`src/rtl/seg_serial_driver.sv`:
```
// Hex-to-seven-segment decode for DIGITS digits, serialised MSB first onto an
// external shift-register chain with a generated seg_clk, then latched via seg_pen.
module seg_serial_driver #(
  parameter int DIGITS     = 8,
  parameter int CLK_DIV    = 4,
  parameter int BLINK_BITS = 24
) (
  input  logic                  clk,
  input  logic                  rst,
  input  logic [4*DIGITS-1:0]   hexs,
  input  logic [DIGITS-1:0]     points,
  input  logic [DIGITS-1:0]     LEs,
  input  logic [DIGITS-1:0]     blink,
  input  logic                  start,
  output logic                  busy,
  output logic                  done,
  output logic                  seg_clk,
  output logic                  seg_sout,
  output logic                  seg_pen,
  output logic                  seg_clrn
);

  localparam int NBITS = 8 * DIGITS;
  localparam int BCW   = $clog2(NBITS + 1);
  localparam int DCW   = (CLK_DIV > 1) ? $clog2(CLK_DIV) : 1;
  localparam logic [BCW-1:0] BIT_LAST = BCW'(NBITS - 1);
  localparam logic [DCW-1:0] DIV_LAST = DCW'(CLK_DIV - 1);

  typedef enum logic [1:0] {IDLE, LOAD, SHIFT, LATCH} state_t;

  state_t                  state;
  logic [BLINK_BITS-1:0]   blink_cnt;
  logic [DCW-1:0]          div_cnt;
  logic [BCW-1:0]          bit_cnt;
  logic [NBITS-1:0]        frame;
  logic [NBITS-1:0]        frame_next;
  logic [4*DIGITS-1:0]     cap_hexs;
  logic [DIGITS-1:0]       cap_points;
  logic [DIGITS-1:0]       cap_les;
  logic [DIGITS-1:0]       cap_blink;
  logic                    cap_phase;
  logic                    half_end;

  // Segment order {a,b,c,d,e,f,g,p}, active-low, point off.
  function automatic logic [7:0] hex_seg(input logic [3:0] h);
    case (h)
      4'h0: hex_seg = 8'h03;  4'h1: hex_seg = 8'h9F;
      4'h2: hex_seg = 8'h25;  4'h3: hex_seg = 8'h0D;
      4'h4: hex_seg = 8'h99;  4'h5: hex_seg = 8'h49;
      4'h6: hex_seg = 8'h41;  4'h7: hex_seg = 8'h1F;
      4'h8: hex_seg = 8'h01;  4'h9: hex_seg = 8'h09;
      4'hA: hex_seg = 8'h11;  4'hB: hex_seg = 8'hC1;
      4'hC: hex_seg = 8'h63;  4'hD: hex_seg = 8'h85;
      4'hE: hex_seg = 8'h61;  default: hex_seg = 8'h71;
    endcase
  endfunction

  always_comb begin
    logic [7:0] seg_byte;
    // NOTE: every variable gets a default first so no path can infer a latch.
    frame_next = '0;
    seg_byte   = 8'hFF;
    for (int i = 0; i < DIGITS; i++) begin
      seg_byte = hex_seg(cap_hexs[4*i +: 4]);
      if (cap_points[i]) seg_byte[0] = 1'b0;
      if (cap_les[i] || (cap_blink[i] && cap_phase)) seg_byte = 8'hFF;
      frame_next[8*i +: 8] = seg_byte;
    end
  end

  assign half_end = (div_cnt == DIV_LAST);

  // NOTE: datapath registers carry no reset; control decides when they are meaningful.
  always_ff @(posedge clk) begin
    if (state == IDLE && start) begin
      cap_hexs   <= hexs;
      cap_points <= points;
      cap_les    <= LEs;
      cap_blink  <= blink;
      cap_phase  <= blink_cnt[BLINK_BITS-1];
    end
    if (state == LOAD)
      frame <= frame_next;
    else if (state == SHIFT && half_end && seg_clk)
      frame <= {frame[NBITS-2:0], 1'b0};
  end

  // NOTE: sequential state uses non-blocking assignments so all registers update together.
  always_ff @(posedge clk) begin
    if (rst) begin
      state     <= IDLE;
      busy      <= 1'b0;
      done      <= 1'b0;
      seg_clk   <= 1'b0;
      seg_sout  <= 1'b0;
      seg_pen   <= 1'b1;
      seg_clrn  <= 1'b0;
      blink_cnt <= '0;
      div_cnt   <= '0;
      bit_cnt   <= '0;
    end else begin
      seg_clrn  <= 1'b1;
      blink_cnt <= blink_cnt + BLINK_BITS'(1);
      done      <= 1'b0;
      case (state)
        IDLE: begin
          if (start) begin
            busy  <= 1'b1;
            state <= LOAD;
          end
        end
        LOAD: begin
          seg_sout <= frame_next[NBITS-1];
          seg_pen  <= 1'b0;
          seg_clk  <= 1'b0;
          div_cnt  <= '0;
          bit_cnt  <= '0;
          state    <= SHIFT;
        end
        SHIFT: begin
          if (half_end) begin
            div_cnt <= '0;
            if (!seg_clk) begin
              seg_clk <= 1'b1;
            end else begin
              seg_clk <= 1'b0;
              if (bit_cnt == BIT_LAST) begin
                state <= LATCH;
              end else begin
                bit_cnt  <= bit_cnt + BCW'(1);
                seg_sout <= frame[NBITS-2];
              end
            end
          end else begin
            div_cnt <= div_cnt + DCW'(1);
          end
        end
        LATCH: begin
          if (half_end) begin
            div_cnt <= '0;
            busy    <= 1'b0;
            done    <= 1'b1;
            seg_pen <= 1'b1;
            state   <= IDLE;
          end else begin
            div_cnt <= div_cnt + DCW'(1);
          end
        end
        default: state <= IDLE;
      endcase
    end
  end

endmodule

```
`config.mk`:
```
export PLATFORM = sky130hd
export DESIGN_NAME = seg_serial_driver
export DESIGN_NICKNAME = d
export VERILOG_FILES = /design/src/rtl/seg_serial_driver.sv
export SDC_FILE = /design/constraint.sdc
export NUM_CORES = 1
export LEC_CHECK = 0
export ABC_AREA = 1
export CAP_MARGIN = 20
export CORE_MARGIN = 2
export CORE_UTILIZATION = 60
export CTS_CLUSTER_SIZE = 28
export DETAILED_ROUTE_END_ITERATION = 6
export GPL_TIMING_DRIVEN = 0
export PLACE_DENSITY_LB_ADDON = 0.08
export SYNTH_ARGS = -nofsm -noshare
export SYNTH_HDL_FRONTEND = slang
export SYNTH_SLANG_ARGS = --single-unit
```
`constraint.sdc`:
```
create_clock -name clk -period 3.9 [get_ports clk]
set_input_delay 0.78 -clock clk [delete_from_list [all_inputs] [get_ports clk]]
set_output_delay 0.78 -clock clk [all_outputs]
set_load 0.03 [all_outputs]
```
# Word level (Yosys, flattened, before mapping)
# Memory sizes are Yosys's and may differ from the RTL's. A register that Yosys moved wholly into a read port is not among the register bits.
# Index checks and enable logic that the tools add are counted.
[totals]
inputBits = 59
mem_count = 8
wordCells = 123
rom_bits = 896
reg_bits = 161
out_inout_bits = 6
[memory_table]
columns = ["memory", "words", "width", "read_ports", "rd_clocked_by_memory_dff", "wr", "line", "source"]
rows = [
  ["(no name shown)", 16, 7, 1, 1, 0, "46", "case (h)"],
  ["(no name shown)", 16, 7, 1, 1, 0, "46", ""],
  ["(no name shown)", 16, 7, 1, 1, 0, "46", ""],
  ["(no name shown)", 16, 7, 1, 1, 0, "46", ""],
  ["(no name shown)", 16, 7, 1, 1, 0, "46", ""],
  ["(no name shown)", 16, 7, 1, 1, 0, "46", ""],
  ["2 more memories", "-", "-", "-", "-", "-", "-", ""],
]
[op_classes]
reduce_logical = 32
muxes = 52
bitwise_logic = 1
addsub = 3
n_eq_ne = 11
[op_table]
columns = ["cell", "n"]
rows = [
  ["63-bit 2-to-1 mux", 2],
  ["8-bit 2-to-1 mux", 8],
  ["4-bit 2-to-1 mux", 8],
  ["24-bit by 1-bit adder with 24-bit output (second input constant)", 1],
  ["7-bit 2-to-1 mux", 3],
  ["1-bit 2-to-1 mux", 18],
  ["7-bit one-hot mux with 2 select lines", 1],
  ["2-bit 2-to-1 mux", 6],
  ["1-bit logical AND", 11],
  ["2-bit != test (second input constant)", 5],
  ["2-bit nonzero test", 5],
  ["1-bit logical OR", 8],
  ["1-bit one-hot mux with 2 select lines", 4],
  ["2-bit one-hot mux with 4 select lines", 1],
  ["7-bit by 1-bit adder with 7-bit output (second input constant)", 1],
  ["7-bit by 6-bit == test with 1-bit output (second input constant)", 1],
  ["2-bit == test (second input constant)", 3],
  ["5-bit AND reduction", 1],
  ["2-bit one-hot mux with 2 select lines", 1],
  ["2-bit AND reduction", 2],
  ["4-bit AND reduction", 1],
  ["2-bit OR reduction", 2],
  ["3-bit AND reduction", 1],
  ["2-bit by 1-bit adder with 2-bit output (second input constant)", 1],
  ["4 further kinds", 4],
]

# Logic depth before layout (Yosys ltp)
[logic_depth]
word_depth = 5
mapped_depth = 13
ltp_nobuf = 12

# Least setup slack after synthesis
# Ideal clock, no wire load.
[synth_timing]
path_kind = "flip-flop to flip-flop"
startpoint = "register state[1]"
endpoint = "register frame[0] (enable)"
setup_ps = 681
t_arrival_ps = 2169
synth_period_minus_slack_ps = 2850
stages_incl_launch_ff = 7
setup_slack_ps = 1050
required_time_ps = 3219
path_buffers = 2
cell_sequence = "dfxtp_1 -> inv_1 -> ha_1 -> buf_2 -> inv_1 -> clkbuf_1 -> nand2_1"
[synth_via]
elab_chain_cells = 4
elab_cells_between_ends = 5
classes_between = "2 x eq/ne; 3 x reduce/logical"
[synth_rtl]
columns = ["item", "line", "source"]
rows = [
  ["from (decl)", "31", "state_t state;"],
  ["from (signal assigned)", "91", "state <= IDLE;"],
  ["from (signal assigned)", "109", "state <= LOAD;"],
  ["from (signal assigned)", "118", "state <= SHIFT;"],
  ["2-bit == test", "84", "else if (state == SHIFT && half_end && seg_clk)"],
  ["1-bit logical AND (2 in series)", "84", ""],
  ["2-bit nonzero test (no line) (*)", "-", ""],
  ["to (signal assigned)", "83", "frame <= frame_next;"],
  ["to (signal assigned)", "85", "frame <= {frame[NBITS-2:0], 1'b0};"],
  ["to (decl)", "35", "logic [NBITS-1:0] frame;"],
]
# Mark *: on every way between the ends. The rest lies on a longest branch, timed or not.
# A chain may end at the register's enable or synchronous reset.

==> results.sh <==
export IMPL_startpoint_type="input port"
export IMPL_finalHoldViolCount=0
export IMPL_syn_inst=1131
export IMPL_htreeDepth=1
export IMPL_port_buffers=63
export IMPL_cpPeakStageDelay_ns=0.53
export IMPL_drv_slew=0
export IMPL_die_height_um=135.1
export IMPL_seqPwrFrac=0.389
export IMPL_fin_nets=1334
export IMPL_gr_usage_all_layers=0.2325
export IMPL_synth_ff_type="edfxtp_1"
export IMPL_min_path_type="register to register"
export IMPL_vdd_drop_max_mv=0.4809
export IMPL_slew_headroom=0.4348
export IMPL_fmax_mhz=378.1
export IMPL_synth_top_family_by_area="simple AND/OR/NAND/NOR gates"
export IMPL_cts_sinks=217
export IMPL_drt_total_wl_um=20580
export IMPL_fillers=1272
export IMPL_grt_ovfl_total=0
export IMPL_critPathCaptureType="register"
export IMPL_route_detailed_drc=0
export IMPL_muxShareOfSynthArea=0
export IMPL_antenna_found_initial=0
export IMPL_async_flop_share=0
export IMPL_synth_xor_area_frac=0.004244
export IMPL_rsz0062_at_grt="false"
export IMPL_min_period_over_period=0.6781
export IMPL_syn_area_per_cell_sq_um=9.122
export IMPL_dp_hpwl_um=13820
export IMPL_power_frac_comb=0.366
export IMPL_cts_tree="done"
export IMPL_diodes=0
export IMPL_power_density_mw_per_mm2=741.1
export IMPL_cts_resized=0
export IMPL_worstSetupPathType="input port to register"
export IMPL_internal_power_mw=5.677
export IMPL_cts_setup_buffers=0
export IMPL_crit_arrival_ns=3.02
export IMPL_cp_max_fo=66
export IMPL_vias=7607
export IMPL_worstPathRequired_ns=4.27
export IMPL_drv_cap=0
export IMPL_clockBufferDepth=3
export IMPL_outcome="finished clean"
export IMPL_layout_drive_gt1_share=0.09150
export IMPL_path_cells="clkdlybuf4s50_1 > nand2_4 > inv_2 > buf_6 > nand2_1 > nand2_2 > inv_1 > ha_1 > inv_1 > nor2_1 > nand2_1 > nand4_1"
export IMPL_ctsHoldBuffers=0
export IMPL_clk_pin_slew_ns=0.06
export IMPL_root_buffer="clkbuf_16"
export IMPL_synth_seq_cells=217
export IMPL_power_total_mw=8.890
export IMPL_synthAdderAreaFrac=0.06791
export IMPL_synth_distinct_cells=41
export IMPL_coreArea_sq_mm=0.01670
export IMPL_critPathSlowestCell="clkdlybuf4s50_1"
export IMPL_r2r_slack_ns=1.36
export IMPL_initial_core_util=0.6178
export IMPL_setup_violations=0
export IMPL_clk_latency_ns=0.50
export IMPL_syn2layout_area_growth_pct=16.27
export IMPL_syn_cell_area_sq_mm=0.01032
export IMPL_synth_yosys_seq_area_share=0.5375
export IMPL_viasPerCell=5.228
export IMPL_clkPwrFrac=0.246
export IMPL_grt_max_degree=67
export IMPL_p_leak_nw=5.094
export IMPL_synthSimpleGateAreaFrac=0.2122
export IMPL_row_count=47
export IMPL_p_sw_frac=0.3614
export IMPL_setup_tns_ns=0
export IMPL_ant_nets=0
export IMPL_synth_edff_count=120
export IMPL_ios=65
export IMPL_ys_warnings_count=0
export IMPL_die_w_um=135.1
export IMPL_grt_pass1_vias=7294
export IMPL_die_area_sq_mm=0.01826
export IMPL_wl_per_cell_um=14.15
export IMPL_synth_compound_area_share=0.1213
export IMPL_clock_skew_ns=0.008136
export IMPL_power_switching_mw=3.213
export IMPL_gp_congestion=0.8903
export IMPL_drt_initial_drc_count=527
export IMPL_worstMarginPinSlew_ns=0.8470
export IMPL_fin_crit_ns=2.645
export IMPL_grt_pass1_wl_um=34310
export IMPL_syn_num_nets=1246
export IMPL_cts_buffers=23
export IMPL_drt_pass1_iter_count=5
kinds of logic (layout without fill, tap and decap cells):
family,Yosys count,count (layout)
fa+ha+maj,56,56
xor+xnor,5,5
flops,217,217
simple gates,528,528
compound gates,191,191
buf+inv,134,238
Yosys cell counts (all sizes together) (2+ instances only):
| library cell | instances | area, sq um |
|---|---|---|
| buf | 17 | 145.1 |
| xnor2 | 3 | 26.28 |
| o21ai | 110 | 693.2 |
| nand4 | 10 | 62.56 |
| clkbuf | 10 | 37.54 |
| nor3 | 3 | 15.01 |
| ha | 56 | 700.7 |
| o21a | 13 | 120.1 |
| o22a | 6 | 52.55 |
| o31ai | 2 | 25.02 |
| a31oi | 7 | 50.05 |
| o211ai | 9 | 67.56 |
| dfxtp | 97 | 1942 |
| nand2 | 361 | 1425 |
| nand3 | 52 | 260.3 |
| a21o | 7 | 52.55 |
| xor2 | 2 | 17.52 |
| inv | 107 | 404.2 |
| edfxtp | 120 | 3603 |
| a21oi | 35 | 175.2 |
| nor2 | 99 | 406.6 |
critical path, delay by kind of cell:
kind | cells | cell delay, ns
adders and majority gates | 1 | 0.19
buffers and inverters | 5 | 1.30
and+or+nand+nor | 6 | 0.73
per-layer routing:
layer	track usage	vias to the layer above	wire [um]
met2	0.4050	180	9809
met3	0.04003	43	1058
met4	0.06366	0	593
met1	0.3015	3457	9123
met5	0	-	0
li1	-	3927	-
metrics by stage:
| step | std cells | setup WS (ns) | util | area [sq um] | hold slack [ns] |
|---|---|---|---|---|---|
| floorplan | 1131 | 1.050 | - | 10320 | 0.4082 |
| global placement | 1414 | 0.01562 | 0.6720 | 11220 | 0.4104 |
| detailed placement | 1414 | 0.7212 | 0.6725 | 11230 | 0.4181 |
| CTS | 1455 | 1.217 | 0.7183 | 12000 | 0.4324 |
| global route | 1455 | 1.021 | 0.7183 | 12000 | 0.4455 |
| finish | 1455 | 1.255 | 0.7183 | 12000 | 0.4312 |
power groups by stage:
| stage | clock network [mW] | logic (mW) | registers, mW |
|---|---|---|---|
| floorplan | 0 | 2.42 | 3.48 |
| global placement | 0 | 3.16 | 3.50 |
| detailed placement | 0 | 3.25 | 3.50 |
| CTS | 2.22 | 3.27 | 3.46 |
| global route | 2.30 | 3.72 | 3.52 |
| finish | 2.18 | 3.25 | 3.46 |
layout by cell type, fill, tap and decap left out, types with 7 or more instances in the layout:
master,count
a21o_1,7
a21oi_1,35
buf_2,7
clkbuf_1,11
clkbuf_16,25
clkdlybuf4s50_1,63
dfxtp_1,97
edfxtp_1,120
ha_1,56
inv_1,96
inv_2,10
nand2_1,342
nand2_2,13
nand3_1,52
nand4_1,10
nor2_1,93
o211ai_1,9
o21a_1,10
o21ai_0,83
o21ai_1,9
o21ai_2,8
o21ai_4,10
worst paths after layout:
path / startpoint / to / cells past startpoint
max: start / register / 12
min: blink_cnt[23]$_SDFF_PP0_ / cap_phase$_DFFE_PN_ / 0
max reg2reg: state[1]$_SDFFE_PP0P_ / frame[37]$_DFFE_PP_ / 6
min reg2reg: blink_cnt[23]$_SDFF_PP0_ / cap_phase$_DFFE_PN_ / 0
cell type report:
type                       count  area (sq um)  share of cell area
buffer                        27         182.7             0.01523
clock buffer                  30         684.4             0.05705
clock inverter                11         81.33            0.006779
inverter                     107         404.1             0.03369
multi-input combinational    780          4193              0.3495
sequential                   217          5545              0.4622
tap                          220         275.3             0.02295
timing repair buffer          63         630.6             0.05257
Note: power is estimated with default switching activity, not from simulation.
